File: src/rtl/forth_dbus_io_pkg.sv
// Shared constants for the forth data-bus responder: address map, status bit
// positions and the UART transmitter state encoding.
package forth_io_pkg;

    localparam logic [7:0] A_UART_DATA = 8'h80;
    localparam logic [7:0] A_UART_STAT = 8'h81;
    localparam logic [7:0] A_TIMER     = 8'h82;

    localparam int ST_FULL  = 0;
    localparam int ST_EMPTY = 1;
    localparam int ST_BUSY  = 2;
    localparam int ST_OVF   = 3;

    typedef enum logic [1:0] {
        TX_IDLE,
        TX_START,
        TX_DATA,
        TX_STOP
    } tx_state_t;

endpackage

File: src/rtl/forth_dbus_io_if.sv
// Data-bus port between the forth core (master) and its I/O responder (slave).
interface forth_dbus_io_if #(
    parameter int width       = 16,
    parameter int daddr_width = 8
);
    // No valid/ready pair: every rising edge is an access. dwrite is sampled on
    // each edge, and ddata_read carries the answer for the daddr sampled on the
    // previous edge; the slave never stalls.
    logic [daddr_width-1:0] daddr;
    logic [width-1:0]       ddata_write;
    logic                   dwrite;
    logic [width-1:0]       ddata_read;

    modport master (output daddr, output ddata_write, output dwrite, input ddata_read);
    modport slave  (input daddr, input ddata_write, input dwrite, output ddata_read);
endinterface

File: src/rtl/forth_uart_tx_fifo.sv
// Byte FIFO feeding an 8N1 LSB-first UART transmitter; the FSM state is
// exported for debug.
module forth_uart_tx_fifo
    import forth_io_pkg::*;
#(
    parameter int fifo_depth = 8,
    parameter int baud_div   = 16
) (
    input  logic      clk,
    input  logic      reset,
    input  logic      push,
    input  logic [7:0] data,
    input  logic      clr_overflow,
    output logic      full,
    output logic      empty,
    output logic      busy,
    output logic      overflow,
    output logic      tx,
    output tx_state_t state
);
    localparam int aw = $clog2(fifo_depth);
    localparam int cw = $clog2(baud_div);
    localparam logic [aw:0]   depth_c = (aw + 1)'(fifo_depth);
    localparam logic [cw-1:0] baud_load = cw'(baud_div - 1);

    logic [7:0]    mem [fifo_depth];
    logic [aw-1:0] wr_ptr, rd_ptr;
    logic [aw:0]   count;
    logic          pop, push_ok;

    tx_state_t     state_next;
    logic [cw-1:0] baud_cnt, baud_next;
    logic [2:0]    bit_idx, bit_next;
    logic [7:0]    shreg, sh_next;

    assign full  = (count == depth_c);
    assign empty = (count == '0);
    assign busy  = (state != TX_IDLE);
    assign pop   = (state == TX_IDLE) && !empty;
    // A pop in the same edge frees the slot, so a push to a full FIFO still lands.
    assign push_ok = push && (!full || pop);

    always_ff @(posedge clk) begin
        if (push_ok) mem[wr_ptr] <= data;
    end

    always_ff @(posedge clk or negedge reset) begin
        if (!reset) begin
            wr_ptr   <= '0;
            rd_ptr   <= '0;
            count    <= '0;
            overflow <= 1'b0;
        end else begin
            if (push_ok) wr_ptr <= wr_ptr + 1'b1;
            if (pop)     rd_ptr <= rd_ptr + 1'b1;
            case ({push_ok, pop})
                2'b10:   count <= count + 1'b1;
                2'b01:   count <= count - 1'b1;
                default: count <= count;
            endcase
            if (push && !push_ok) overflow <= 1'b1;
            else if (clr_overflow) overflow <= 1'b0;
        end
    end

    always_ff @(posedge clk or negedge reset) begin
        if (!reset) begin
            state    <= TX_IDLE;
            baud_cnt <= '0;
            bit_idx  <= '0;
            shreg    <= '0;
        end else begin
            state    <= state_next;
            baud_cnt <= baud_next;
            bit_idx  <= bit_next;
            shreg    <= sh_next;
        end
    end

    always_comb begin
        state_next = state;
        baud_next  = baud_cnt;
        bit_next   = bit_idx;
        sh_next    = shreg;
        tx         = 1'b1;
        case (state)
            TX_IDLE: begin
                if (!empty) begin
                    state_next = TX_START;
                    baud_next  = baud_load;
                    sh_next    = mem[rd_ptr];
                end
            end
            TX_START: begin
                tx = 1'b0;
                if (baud_cnt == '0) begin
                    state_next = TX_DATA;
                    baud_next  = baud_load;
                    bit_next   = '0;
                end else begin
                    baud_next = baud_cnt - 1'b1;
                end
            end
            TX_DATA: begin
                tx = shreg[0];
                if (baud_cnt == '0) begin
                    baud_next = baud_load;
                    sh_next   = {1'b0, shreg[7:1]};
                    if (bit_idx == 3'd7) state_next = TX_STOP;
                    else                 bit_next   = bit_idx + 1'b1;
                end else begin
                    baud_next = baud_cnt - 1'b1;
                end
            end
            TX_STOP: begin
                if (baud_cnt == '0) state_next = TX_IDLE;
                else                baud_next  = baud_cnt - 1'b1;
            end
            default: state_next = TX_IDLE;
        endcase
    end

endmodule

File: src/rtl/forth_dbus_io.sv
// Data-bus responder for the forth core: data RAM, UART TX with FIFO and a
// free-running timer, all answered with one cycle of registered read latency.
module forth_dbus_io
    import forth_io_pkg::*;
#(
    parameter int width       = 16,
    parameter int daddr_width = 8,
    parameter int ram_depth   = 128,
    parameter int fifo_depth  = 8,
    parameter int baud_div    = 16
) (
    input  logic            clk,
    input  logic            reset,
    forth_dbus_io_if.slave  bus,
    output logic            uart_tx,
    output tx_state_t       tx_state
);
    localparam int ram_aw = $clog2(ram_depth);
    localparam logic [daddr_width-1:0] addr_data  = daddr_width'(A_UART_DATA);
    localparam logic [daddr_width-1:0] addr_stat  = daddr_width'(A_UART_STAT);
    localparam logic [daddr_width-1:0] addr_timer = daddr_width'(A_TIMER);

    logic [width-1:0]  ram [ram_depth];
    logic [ram_aw-1:0] ram_idx;
    logic [width-1:0]  timer, timer_next, rd_data;
    logic              ram_sel, ram_we, uart_push, stat_wr, timer_wr;
    logic              fifo_full, fifo_empty, tx_busy, overflow;

    assign ram_idx   = bus.daddr[ram_aw-1:0];
    assign ram_sel   = !bus.daddr[daddr_width-1] && (int'(bus.daddr) < ram_depth);
    assign ram_we    = bus.dwrite && ram_sel;
    assign uart_push = bus.dwrite && (bus.daddr == addr_data);
    assign stat_wr   = bus.dwrite && (bus.daddr == addr_stat) && bus.ddata_write[ST_OVF];
    assign timer_wr  = bus.dwrite && (bus.daddr == addr_timer);
    assign timer_next = timer_wr ? bus.ddata_write : timer + 1'b1;

    forth_uart_tx_fifo #(
        .fifo_depth (fifo_depth),
        .baud_div   (baud_div)
    ) u_tx (
        .clk          (clk),
        .reset        (reset),
        .push         (uart_push),
        .data         (bus.ddata_write[7:0]),
        .clr_overflow (stat_wr),
        .full         (fifo_full),
        .empty        (fifo_empty),
        .busy         (tx_busy),
        .overflow     (overflow),
        .tx           (uart_tx),
        .state        (tx_state)
    );

    always_ff @(posedge clk) begin
        if (ram_we) ram[ram_idx] <= bus.ddata_write;
    end

    // RAM reads see the pre-edge word (read-before-write); timer reads return the
    // count the register holds after the sampling edge.
    always_comb begin
        rd_data = '0;
        if (ram_sel) begin
            rd_data = ram[ram_idx];
        end else if (bus.daddr == addr_stat) begin
            rd_data[ST_FULL]  = fifo_full;
            rd_data[ST_EMPTY] = fifo_empty;
            rd_data[ST_BUSY]  = tx_busy;
            rd_data[ST_OVF]   = overflow;
        end else if (bus.daddr == addr_timer) begin
            rd_data = timer_next;
        end
    end

    always_ff @(posedge clk or negedge reset) begin
        if (!reset) begin
            timer          <= '0;
            bus.ddata_read <= '0;
        end else begin
            timer          <= timer_next;
            bus.ddata_read <= rd_data;
        end
    end

endmodule

File: src/flat_wrapper.sv
// flat-port wrapper written by rule: the top's interface ports become plain ports
module forth_dbus_io_flat import forth_io_pkg::*;
#(
    parameter int width       = 16,
    parameter int daddr_width = 8,
    parameter int ram_depth   = 128,
    parameter int fifo_depth  = 8,
    parameter int baud_div    = 16
)
  (clk, reset, uart_tx, tx_state, bus_daddr, bus_ddata_write, bus_dwrite, bus_ddata_read);
  forth_dbus_io_if #(.width(width), .daddr_width(daddr_width)) bus_i ();
  input  logic clk;
  input  logic reset;
  output logic uart_tx;
  output tx_state_t tx_state;
  input wire logic [$bits(bus_i.daddr)-1:0] bus_daddr;
  input wire logic [$bits(bus_i.ddata_write)-1:0] bus_ddata_write;
  input wire logic [$bits(bus_i.dwrite)-1:0] bus_dwrite;
  output wire logic [$bits(bus_i.ddata_read)-1:0] bus_ddata_read;
  assign bus_i.daddr = bus_daddr;
  assign bus_i.ddata_write = bus_ddata_write;
  assign bus_i.dwrite = bus_dwrite;
  assign bus_ddata_read = bus_i.ddata_read;
  forth_dbus_io #(.width(width), .daddr_width(daddr_width), .ram_depth(ram_depth), .fifo_depth(fifo_depth), .baud_div(baud_div)) u_core (.clk(clk), .reset(reset), .bus(bus_i), .uart_tx(uart_tx), .tx_state(tx_state));
endmodule
File: config.mk
export PLATFORM = sky130hd
export DESIGN_NAME = forth_dbus_io_flat
export DESIGN_NICKNAME = d
export VERILOG_FILES = /design/src/rtl/forth_dbus_io_pkg.sv /design/src/rtl/forth_dbus_io_if.sv /design/src/rtl/forth_uart_tx_fifo.sv /design/src/rtl/forth_dbus_io.sv /design/src/flat_wrapper.sv
export SDC_FILE = /design/constraint.sdc
export NUM_CORES = 2
export LEC_CHECK = 0
export CAP_MARGIN = 20
export CORE_AREA = 5 5 302 526
export CTS_CLUSTER_DIAMETER = 120
export CTS_CLUSTER_SIZE = 16
export DETAILED_ROUTE_END_ITERATION = 7
export DIE_AREA = 0 0 307 531
export PLACE_DENSITY_LB_ADDON = 0.05
export SLEW_MARGIN = 20
export SYNTH_ARGS = -nofsm -noshare
export SYNTH_HDL_FRONTEND = slang
export SYNTH_SLANG_ARGS = --single-unit
File: constraint.sdc
create_clock -name clk -period 2.5 [get_ports clk]
set_clock_uncertainty 0.05 [all_clocks]
set_input_delay 0.25 -clock clk [delete_from_list [all_inputs] [get_ports clk]]
set_output_delay 0.25 -clock clk [all_outputs]
set_load 0.02 [all_outputs]
# Word level (Yosys, flattened, before mapping)

Memories as Yosys holds them, arrays and structs flattened.
Index checks and enable logic that the tools add are counted.

Add/subtract/negate cells: 7
Multipliers: 0
Divide/modulo/power cells: 0
Magnitude comparators: 1
Equal/unequal tests: 17
Shifts and indexed selects: 0
Multiplexer cells: 30
Bitwise gates (word level): 0
Reduce and logical (&&, ||, !) cells: 27

Operators with widths:

| kind                                              | number |
|---|---|
| 2-to-1 mux 16 bit                                 | 3 |
| == test 8 bit (second input constant)             | 3 |
| adder 16 x 1 -> 16 bit (second input constant)    | 1 |
| 2-to-1 mux 4 bit                                  | 4 |
| 2-to-1 mux 8 bit                                  | 2 |
| case mux 8 bit (2 select lines)                   | 1 |
| != test 2 bit (second input constant)             | 7 |
| 2-to-1 mux 12 bit                                 | 1 |
| case mux 4 bit (3 select lines)                   | 1 |
| 2-to-1 mux 2 bit                                  | 5 |
| nonzero test 2 bit                                | 5 |
| adder 3 x 1 -> 3 bit (second input constant)      | 3 |
| logical AND 1 bit                                 | 9 |
| 2-to-1 mux 3 bit                                  | 3 |
| zero test 4 bit                                   | 2 |
| < comparator 8 bit (second input constant)        | 1 |
| case mux 2 bit (4 select lines)                   | 1 |
| case mux 4 bit (2 select lines)                   | 1 |
| subtractor 4 x 1 -> 4 bit (second input constant) | 2 |
| == test 2 bit (second input constant)             | 3 |
| 2-to-1 mux 1 bit                                  | 6 |
| case mux 3 bit (2 select lines)                   | 1 |
| AND reduction 5 bit                               | 1 |
| adder 4 x 1 -> 4 bit (second input constant)      | 1 |
| other kinds (11)                                  | 15 |

Register bits: 60
Latch bits: 0
Memory bits (writable): 2112
Memory bits (read-only): 0
Input port bits: 27
Output and inout bits: 19
Word-level logic and storage cells: 94
Memories kept: 2

Memory list:

| name            | words | width | rd ports | clocked after memory_dff | write ports | line                     | RTL |
|---|---|---|---|---|---|---|---|
| u_core.ram      | 128   | 16    | 1        | 0                        | 1           | forth_dbus_io.sv:23      | `logic [width-1:0] ram [ram_depth];` |
| u_core.u_tx.mem | 8     | 8     | 1        | 0                        | 1           | forth_uart_tx_fifo.sv:26 | `logic [7:0] mem [fifo_depth];` |

# Longest topological paths before layout

Depth in word-level cells: 8
Gate-level depth with buffers: 14
Depth with buffers taken out: 13

# Cells and area by module

From an unflattened synthesis, not the netlist that was laid out.

Cell total of the unflattened synthesis: 4783
Area total of the unflattened synthesis: 85528.3 µm²

By module, submodules not included:

| module             | instances | cells an instance | area each (µm²) | seq. area each (µm²) |
|---|---|---|---|---|
| forth_dbus_io      | 1         | 4540              | 81573.2         | 62299.8 |
| forth_uart_tx_fifo | 1         | 243               | 3955.0          | 2622.5 |

# Worst setup path before layout

No wires, ideal clock.

Path kind: input -> register
From: input port bus_daddr[1]
To: memory u_core.ram[62][0] (enable)
Setup time: 0.389 ns
Arrival: 2.462 ns
Data required time: 2.061 ns
Path slack: -0.401 ns
Stages: 9
Path buffers: 6
Path through: buf_2 -> buf_4 -> buf_4 -> buf_4 -> buf_2 -> nor2b_1 -> nand2_1 -> buf_2 -> nor2_1

Longest elaborated chain between the ends: 5

Ends and longest elaborated chain:

| element                                | line                | RTL |
|---|---|---|
| from (decl)                            | flat_wrapper.sv:16  | `input wire logic [$bits(bus_i.daddr)-1:0] bus_daddr;` |
| < comparator 8 bit                     | forth_dbus_io.sv:30 | `assign ram_sel = !bus.daddr[daddr_width-1] && (int'(bus.daddr) < ram_depth);` |
| logical AND 1 bit                      | forth_dbus_io.sv:30 |  |
| logical AND 1 bit                      | forth_dbus_io.sv:31 | `assign ram_we = bus.dwrite && ram_sel;` |
| 2-to-1 mux 1 bit                       | forth_dbus_io.sv:55 | `if (ram_we) ram[ram_idx] <= bus.ddata_write;` |
| 2-to-1 mux 1 bit (implied by the code) | forth_dbus_io.sv:55 |  |
| to (decl)                              | forth_dbus_io.sv:23 |  |

Parallel ways exist; a longest one is shown, timed or not.

# Worst setup path after layout

From: input port bus_daddr[0]
To: register u_core.bus.ddata_read[2]

Longest elaborated chain between the ends: 6
Elaborated cells on any way between the ends: 10
Classes of those cells: 1 x order compare; 2 x eq/ne; 4 x mux; 2 x reduce/logical; 1 x memory

Ends and longest elaborated chain:

| element                                                                            | line                   | RTL |
|---|---|---|
| parallel branches: the longest is 5 deep, another holds memory read (128 x 16 bit) | n/a                    |  |
| 2-to-1 mux 16 bit *                                                                | forth_dbus_io.sv:62    | `if (ram_sel) begin` |
| via u_core.rd_data[2]                                                              | forth_dbus_io.sv:25    | `logic [width-1:0] timer, timer_next, rd_data;` |
| to (signal assigned)                                                               | forth_dbus_io.sv:80    | `bus.ddata_read <= rd_data;` |
| to (decl)                                                                          | forth_dbus_io_if.sv:15 | `modport slave (input daddr, input ddata_write, input dwrite, output ddata_read);` |

Mark *: on every way through the listed nets, which the timed path passes.
A chain may end at the register's enable or synchronous reset.

==> results.md <==
- Gr ovfl total: 0
- WL/cell: 33.96 microns
- Pleak: roughly 35 nW
- Net Count, Synth: 4716
- Worst-path fanout max: 15
- Fin nets: 5466
- Startpoint Class: input pin
- Die area: 0.1630 sq mm
- First-pass GRT wire length: 354500 microns
- Routed vias: between 40000 and 50000
- Core Region: between 0.15 and 0.2 sq mm
- Status: complete, but fails checks
- CP Class: in -> reg
- Met2 usage: 55.41%
- DP HPWL: 166800 microns
- Layout cells sized above 1: a little over a fifth
- PD cells: 712.9 mW/mm^2
- Syn Inst Count: between 4000 and 5000
- FMAX: 0.3963 GHz
- CTS Buffer Depth: 4
- 1st-pass router iterations: 5
- RR Endpoint: u_core.bus.ddata_read[12]
- Clk sinks: between 2000 and 2500
- Failing checks: negative setup slack
- Synth cell types: 63
- # IOs: 46
- Root Driver: clkbuf_16
- Relative slew margins: 33.29%
- WL final: 254600 microns
- Row count: 191
- Post-Place Worst Slack: -1021 ps
- Synth Flop Type: edfxtp_1
- Total power draw: between 0.07 and 0.08 W
- TritonCTS Buffers: 161
- R2R Path Start: u_core.ram[22][12]
- Top Usage Layer GRT: met2
- DR DRC count: 0
- Hold Violations, Final: 0
- WP data required: 3090 ps
- CP endpoint kind: flip-flop
- Period utilization: 100.9%
- Synthesis-to-layout area growth: 18.64%
- Yosys top cell by area: edfxtp_1
- Ys async rst share: 2.762%
- Global Route Usage Sum: 30.81%
- EDFF count, synth: 2112
- Initial Utilization: 54.57%
- Vias/cell: ~6.4
- RSZ-0062 raised after global routing: yes
- Crit path arrival time: 3120 ps
- Min cycle time layout: 2523 ps
- GR met1 Demand/Resource: 38.26%
- Dpl cells: 7264
- Vias in the first global route: around 48000
- Synth warnings: 0
- Initial DRC Count: approximately 5300
- Detail Route Antenna Nets: 0
- Max-capacitance violation count: 0
- Clock slew at reported path FFs: 70 ps
- Max Slew Vio Count: 0
- Synth Register Bits: 2172
- Chip width: slightly above 300 microns
- Post-synthesis area per instance: 17.99 sq um
- Top-area cell type share of the netlist area: about 75%
- Max VDD drop: 652.3 uV
- Fin Setup TNS: -37.04 ps
- Largest net degree at the start of global routing: 81
- Clock Latency Late Sink: approximately 820 ps
- Reg2reg path depth: 9
- Post-route insts no fill: 7496
- Port bufs: 45
- Worst Max-Slew Pin Slew: 997.0 ps
- Die height: roughly 530 microns
- Routability Congestion: slightly below 0.9
- Setup ws final: -23.22 ps
- FF-to-FF setup slack: around 50 ps
- Sequential area share after synthesis: 77.19%
- CTS H-tree depth: 4
- Initial antenna violation count: 6
- Post-route core utilization: approximately two thirds
- Grt met3 use: between 4 and 5%
- Synthesized area: 0.08411 sq mm
- Setup violations, final: 2
- CTS tree: built
- Top area cells in the synthesized netlist: edfxtp_1 (75%), mux2i_1 (12%), o22ai_1 (3.7%)
- Worst hold path type: in -> async
what timing repair did:
action | in CTS | in global routing
endpoints found under the setup margin | 43 | 42
hold endpoints to repair | 613 | 0
hold buffers | 17 | 0
pin swaps | 7 | 9
buffers inserted | 0 | 8
resized for setup | 19 | 24
worst max path at each step:
stage                              start                   endpoint  slack [ps]
floorplan                   bus_daddr[1]          u_core.ram[63][0]        -240
global placement            bus_daddr[2]  u_core.bus.ddata_read[12]       -1320
detailed placement          bus_daddr[2]   u_core.bus.ddata_read[9]       -1020
CTS                 u_core.u_tx.state[0]                    uart_tx         -60
global route        u_core.u_tx.count[2]       u_core.u_tx.count[2]         -70
finish                      bus_daddr[0]   u_core.bus.ddata_read[2]         -20
cell usage in the layout, fill, tap and decap left out, types with 13 or more instances in the layout:
| master | n |
|---|---|
| dlygate4sd3_1 | 17 |
| buf_12 | 247 |
| nand2_1 | 91 |
| mux2i_1 | 1014 |
| nor2_1 | 98 |
| mux4_2 | 25 |
| edfxtp_1 | 2112 |
| a21oi_1 | 58 |
| nor2_4 | 21 |
| clkdlybuf4s50_1 | 22 |
| buf_4 | 555 |
| nor2_2 | 65 |
| clkbuf_16 | 164 |
| nand3_1 | 31 |
| o211ai_1 | 18 |
| dfrtp_1 | 60 |
| clkbuf_1 | 39 |
| o22ai_1 | 499 |
| xor2_1 | 13 |
| o21ai_0 | 24 |
| nor4_1 | 113 |
state kept, by name, summed over array words and instances (netlist names), 4 cells and up:
signal	count
u_core.timer	16
u_core.bus.ddata_read	16
u_core.u_tx.count	4
u_core.u_tx.baud_cnt	4
u_core.ram	2048
u_core.u_tx.mem	64
u_core.u_tx.shreg	8
report_power, final:
part	internal [W]	switching, W
Combinational	0.00283	0.00393
Sequential	0.0403	0.000344
Clock	0.0120	0.0118
Total	0.0551	0.0161
worst max-delay path, cell delays in order:
cell and delay (ps):
buf_2 340, buf_4 310, nand4b_4 240, buf_4 270, buf_12 200, buf_4 140
o22ai_1 100, nor4_1 310, nand3_1 290, o211ai_1 400, o2111ai_1 210
stage by stage:
step,hold WS [ps],cell area [sq um]
after floorplan,-95.59,84320
after global placement,393.9,95040
after detailed placement,389.7,95060
after CTS,45.18,99610
after global routing,140.9,99790
final,84.56,99790
Yosys cell counts, drive strengths merged, types with 2 or more instances:
master	count
o211ai	18
mux2	5
nor3	11
nand3	32
nand2	93
xnor2	10
nor3b	5
clkbuf	57
dfrtp	60
nand4	6
o22ai	501
mux2i	1016
nand3b	3
edfxtp	2112
o21ai	24
or2	6
nand4b	4
xor2	13
or4	3
nor2	184
a221oi	4
nor4	125
a221o	2
ha	14
inv	7
mux4	25
and3	5
o32a	2
o31ai	2
nand2b	8
a21oi	60
nor2b	10
a22oi	6
or4b	4
a22o	8
buf	210
nand4bb	6
and2	4
logic make-up (layout without fill, tap and decap cells):
| family | count (synthesis) | count (layout) | synth area share [%] |
|---|---|---|---|
| AOI/OAI and AO/OA | 635 | 635 | 4.717 |
| xor gates and xnor gates | 23 | 23 | 0.2395 |
| adders and majority gates | 14 | 14 | 0.2083 |
| buffers and inverters | 274 | 1068 | 1.745 |
| DFF | 2172 | 2172 | 77.19 |
| muxes | 1046 | 1046 | 12.83 |
| other | 0 | 1 | 0 |
| and+or+nand+nor | 511 | 511 | 3.078 |
layout make-up:
class | instances | area [sq um]
Sequential cell | 2172 | 64920
Fill cell | 10781 | 54350
Multi-Input combinational cell | 2229 | 18350
Timing Repair Buffer | 854 | 9637
Clock buffer | 203 | 4250
Tap cell | 2026 | 2535
Clock inverter | 4 | 63.81
Inverter | 7 | 26.28
Antenna cell | 1 | 2.502
routing by layer:
layer	wire, microns	part of all wire [%]
met1	92500	36
met2	133300	52
met3	17250	6.8
met4	11520	4.5
met5	13	0.0051
(Power assumes the default switching activity.)
